File: src/rtl/alu_wb_fifo.sv
// alu_wb_fifo: in-order ALU result buffer feeding writeback; define ALU_WB_BYPASS_EN for an empty-buffer bypass
module alu_wb_fifo #(
  parameter int XLEN          = 64,
  parameter int TRANS_ID_BITS = 3,
  parameter int DEPTH         = 4
) (
  input  logic                     clk_i,
  input  logic                     rst_ni,
  input  logic                     flush_i,
  input  logic                     alu_valid_i,
  output logic                     alu_ready_o,
  input  logic [TRANS_ID_BITS-1:0] alu_trans_id_i,
  input  logic [XLEN-1:0]          alu_result_i,
  input  logic                     alu_branch_res_i,
  output logic                     wb_valid_o,
  input  logic                     wb_ready_i,
  output logic [TRANS_ID_BITS-1:0] wb_trans_id_o,
  output logic [XLEN-1:0]          wb_result_o,
  output logic                     wb_branch_res_o,
  output logic [$clog2(DEPTH):0]   occupancy_o,
  output logic                     overflow_o
);
  localparam int PW = $clog2(DEPTH);
  localparam logic [PW:0] FULL = (PW+1)'(DEPTH);
  logic [TRANS_ID_BITS-1:0] id_mem [DEPTH];
  logic [XLEN-1:0]          res_mem [DEPTH];
  logic [DEPTH-1:0]         br_mem;
  logic [PW-1:0]            rd_ptr, wr_ptr;
  logic [PW:0]              count;
  logic                     overflow, stored, push, pop, write, bypass;
  assign stored      = count != '0;
  assign alu_ready_o = count != FULL;
  assign push        = alu_valid_i & alu_ready_o;
  assign pop         = stored & wb_ready_i;
`ifdef ALU_WB_BYPASS_EN
  assign bypass = ~stored & alu_valid_i & ~flush_i;
`else
  assign bypass = 1'b0;
`endif
  // A bypassed result taken by the arbiter in the same cycle never enters storage
  assign write       = push & ~(bypass & wb_ready_i);
  assign wb_valid_o  = stored | bypass;
  assign occupancy_o = count;
  assign overflow_o  = overflow;
  // Head presentation: bypass path, stored head, or zeros when nothing is valid
  always_comb begin
    wb_trans_id_o   = bypass ? alu_trans_id_i   : stored ? id_mem[rd_ptr]  : '0;
    wb_result_o     = bypass ? alu_result_i     : stored ? res_mem[rd_ptr] : '0;
    wb_branch_res_o = bypass ? alu_branch_res_i : stored & br_mem[rd_ptr];
  end
  // Storage array, written at the write pointer; left unreset on purpose
  always_ff @(posedge clk_i) begin
    if (write) begin
      id_mem[wr_ptr]  <= alu_trans_id_i;
      res_mem[wr_ptr] <= alu_result_i;
      br_mem[wr_ptr]  <= alu_branch_res_i;
    end
  end
  // Pointers, count and sticky overflow; reset and flush both empty the buffer
  always_ff @(posedge clk_i) begin
    if (!rst_ni || flush_i) begin
      rd_ptr   <= '0;
      wr_ptr   <= '0;
      count    <= '0;
      overflow <= 1'b0;
    end else begin
      if (write) wr_ptr <= wr_ptr + 1'b1;
      if (pop) rd_ptr <= rd_ptr + 1'b1;
      if (write && !pop) count <= count + 1'b1;
      else if (pop && !write) count <= count - 1'b1;
      if (alu_valid_i && !alu_ready_o) overflow <= 1'b1;
    end
  end
endmodule

File: config.mk
export PLATFORM = sky130hd
export DESIGN_NAME = alu_wb_fifo
export DESIGN_NICKNAME = d
export VERILOG_FILES = /design/src/rtl/alu_wb_fifo.sv
export SDC_FILE = /design/constraint.sdc
export NUM_CORES = 1
export LEC_CHECK = 0
export ABC_CLOCK_PERIOD_IN_PS = 4750
export BUFFER_PORTS_ARGS = -buffer_cell sky130_fd_sc_hd__clkbuf_2
export CORE_ASPECT_RATIO = 0.5
export CORE_MARGIN = 3
export CORE_UTILIZATION = 25
export DETAILED_ROUTE_END_ITERATION = 7
export GPL_ROUTABILITY_DRIVEN = 0
export PLACE_DENSITY = 0.38
export SLEW_MARGIN = 20
export SYNTH_ARGS = -nofsm -noshare
export SYNTH_HDL_FRONTEND = slang
export SYNTH_SLANG_ARGS = --single-unit
File: constraint.sdc
create_clock -name clk_i -period 4.75 [get_ports clk_i]
set_clock_uncertainty 0.15 [all_clocks]
set_input_delay 1.425 -clock clk_i [delete_from_list [all_inputs] [get_ports clk_i]]
set_output_delay 1.425 -clock clk_i [all_outputs]
set_load 0.005 [all_outputs]
==> results_dict.tcl <==
set metrics [dict create \
    detail_route.vias_per_cell 4.04 \
    ys_dominant_reg_cell "sky130_fd_sc_hd__edfxtp_1" \
    cts_root_buf "sky130_fd_sc_hd__clkbuf_16" \
    route.detailed.drc 0 \
    largest_net_degree_at_the_start_of_global_routing 46 \
    synth_seq_cells 282 \
    cts_sinks 282 \
    required_ns 3.17 \
    min_path_type "reg -> reg" \
    core_area_um2 42300 \
    synthesis.area_per_instance_um2 22.3 \
    proportion_of_layout_cells_with_a_drive_suffix_above_1_pct 40.4 \
    via_count 5050 \
    yosysWarnings 0 \
    peakVddDrop_v 0.000238 \
    num-fill-cells 4171 \
    combinational_family_with_the_most_area_after_synthesis "multiplexers" \
    final_min_period_over_clock_period_pct 86.9 \
    timing_worst_setup_path_type "reg -> out" \
    worst_slew_margin_rel_pct 54.4 \
    area_added_between_synthesis_and_finish_pct 22.2 \
    cp_max_fo 27 \
    clk-insertion-delay-late_ns 0.55 \
    cell_count_after_synthesis 484 \
    standard_cell_row_count 53 \
    grt_setup_unrepaired "false" \
    wl_per_cell_um 19.0 \
    place.detailed.hpwl_um 14100 \
    first_iter_violations 288 \
    setup_total_negative_slack_ns 0 \
    globalRoute.totalOverflow 0 \
    cts_buffers 29 \
    rr_startpoint "occupancy_o[0]" \
    die-area_um2 45900 \
    die_height_um 153 \
    outcome "finished clean" \
    number_of_levels_the_h_tree_was_split_into 1 \
    leakagePower_nw 4.41 \
    max_slew.worst_pin.slew_ns 0.684 \
    number_of_distinct_library_cell_variants_in_the_gate_level_netlist_after_synthesis 24 \
    post_cts_buffers 0 \
    synth-compound-area-share_pct 0.452 \
    syn-num-nets 563 \
    path_clk_slew_ns 0.06 \
    synthAdderAreaFrac_pct 0.765 \
    setup_ws_ns 0.624 \
    grt_usage_pct 10.4 \
    dpl_worst_slack_ns 1.10 \
    simple_gate_area_share_of_the_yosys_netlist_pct 4.79 \
    timing.hold.worst.start "overflow_o" \
    slew_violations 0 \
    worstPathArrival_ns 2.55 \
    clk_path_buf_depth 3 \
    final_hold_viol_count 0 \
    tritoncts "yes" \
    finalNetCount 730 \
    detailedRoute.firstPassIterationCount 4 \
    grt_pass1_vias 5666 \
    synth_enable_flop_cells 272 \
    floorplan.initialDensity_pct 25.5 \
    synthArstFlopShare_pct 0 \
    power-per-cell-area_nw_per_um2 419 \
    initial_antenna_violation_count 1 \
    cts.hold.buffers_added 0 \
    io_buffer_count 146 \
    final_util_pct 31.2 \
    worstSetupEndpointType "primary output" \
    synthesis.area_um2 10800 \
    synth_xor_xnor_area_share_pct 0.325 \
    achievable-frequency_ghz 0.242 \
    drtAntennaViolNets 0 \
    cts-resized-gates 0 \
    post-route-min-period_ns 4.13 \
    crit_path_start_kind "flip-flop" \
    drv.max_cap_violation_count 0 \
    setup-violations-final 0 \
    grt_pass1_wl_um 36000 \
    design.portCount 147 \
    postRouteWirelength_um 23800 \
    post_synth_mux_area_share_pct 14.3 \
    die_x_um 300 \
    yosysSeqAreaShare_pct 77.5 \
]
==> flip-flops by register name, summed over array words and instances (netlist names), named ones only <==
register     count
wr_ptr           2
br_mem           4
overflow_o       1
id_mem          12
res_mem        256
rd_ptr           2
occupancy_o      3
==> critical path: stages (launching register included) <==
cell,delay [ns]
sky130_fd_sc_hd__dfxtp_4,0.75
sky130_fd_sc_hd__buf_4,0.42
sky130_fd_sc_hd__mux4_2,0.54
sky130_fd_sc_hd__and2_1,0.17
sky130_fd_sc_hd__clkbuf_2,0.11
==> metrics by stage <==
step	cells	instance area, um^2	hold WS [ns]	power, mW
floorplan	484	10800	0.310	3.16
global placement	1197	12300	0.302	3.42
detailed placement	1197	12300	0.327	3.42
CTS	1250	13200	0.345	5.66
global route	1251	13200	0.364	5.79
finish	1251	13200	0.342	5.53
==> cells in the mapped netlist (4+ instances only) <==
| cell | count | area [um^2] |
|---|---|---|
| sky130_fd_sc_hd__buf_12 | 4 | 80.1 |
| sky130_fd_sc_hd__xor2_1 | 4 | 35.0 |
| sky130_fd_sc_hd__clkbuf_1 | 8 | 30.0 |
| sky130_fd_sc_hd__ha_1 | 5 | 62.6 |
| sky130_fd_sc_hd__mux4_2 | 68 | 1530 |
| sky130_fd_sc_hd__edfxtp_1 | 272 | 8170 |
| sky130_fd_sc_hd__inv_1 | 6 | 22.5 |
| sky130_fd_sc_hd__dfxtp_1 | 10 | 200 |
| sky130_fd_sc_hd__nor2_1 | 7 | 26.3 |
| sky130_fd_sc_hd__and2_1 | 72 | 450 |
| sky130_fd_sc_hd__buf_2 | 5 | 25.0 |
==> cells in the final DEF, fill, tap and decap left out, types with 2 or more instances in the layout <==
cell and count:
sky130_fd_sc_hd__a21oi_1 3, sky130_fd_sc_hd__and2_1 68, sky130_fd_sc_hd__and2_4 4, sky130_fd_sc_hd__buf_12 7, sky130_fd_sc_hd__buf_4 7, sky130_fd_sc_hd__bufinv_16 2, sky130_fd_sc_hd__clkbuf_1 16, sky130_fd_sc_hd__clkbuf_16 29
sky130_fd_sc_hd__clkbuf_2 146, sky130_fd_sc_hd__clkbuf_8 3, sky130_fd_sc_hd__dfxtp_1 8, sky130_fd_sc_hd__dfxtp_4 2, sky130_fd_sc_hd__edfxtp_1 272, sky130_fd_sc_hd__ha_1 5, sky130_fd_sc_hd__inv_1 6, sky130_fd_sc_hd__mux4_2 68
sky130_fd_sc_hd__nor2_1 7, sky130_fd_sc_hd__o21ai_0 2, sky130_fd_sc_hd__o31ai_1 2, sky130_fd_sc_hd__or3_1 2, sky130_fd_sc_hd__xor2_1 4
==> path summary, 6_finish.rpt <==
kind | end | slack (ns) | cells past startpoint
hold / removal | overflow_o | 0.34 | 2
setup / recovery | wb_result_o[43] | 0.62 | 4
hold reg to reg | overflow_o | 0.34 | 2
setup reg to reg | occupancy_o[2] | 2.21 | 8
==> where the power goes <==
part           internal (mW)  switching (mW)  total (mW)
combinational          0.240           0.258       0.498
sequential              2.81          0.0298        2.84
clock                   1.29           0.903        2.19
==> cells by family after synthesis <==
logic type | Yosys count
flip-flops | 282
AND/OR/NAND/NOR | 85
multiplexers | 69
buffers and inverters | 30
AO/OA/AOI/OAI | 8
adder cells (fa/ha/maj) | 6
XOR/XNOR | 4
==> cell type report <==
class / count / area, um^2 / share of cell area [%]
antenna: 1 / 2.50 / 0.0190
timing repair buffer: 160 / 923 / 7.00
sequential: 282 / 8380 / 63.5
clock inverter: 5 / 81.3 / 0.617
clock buffer: 48 / 827 / 6.27
tap: 577 / 722 / 5.47
multi-input combinational: 172 / 2240 / 17.0
inverter: 6 / 22.5 / 0.171
==> per-layer routing <==
layer | up-vias | share of wire [%] | global-route usage [%]
li1 | 2295 | - | -
met1 | 2665 | 41 | 12.4
met2 | 53 | 54 | 19.3
met3 | 37 | 2.9 | 2.06
met4 | 0 | 2.3 | 2.74
met5 | - | 0 | 0
Note: power is estimated with default switching activity, not from simulation.
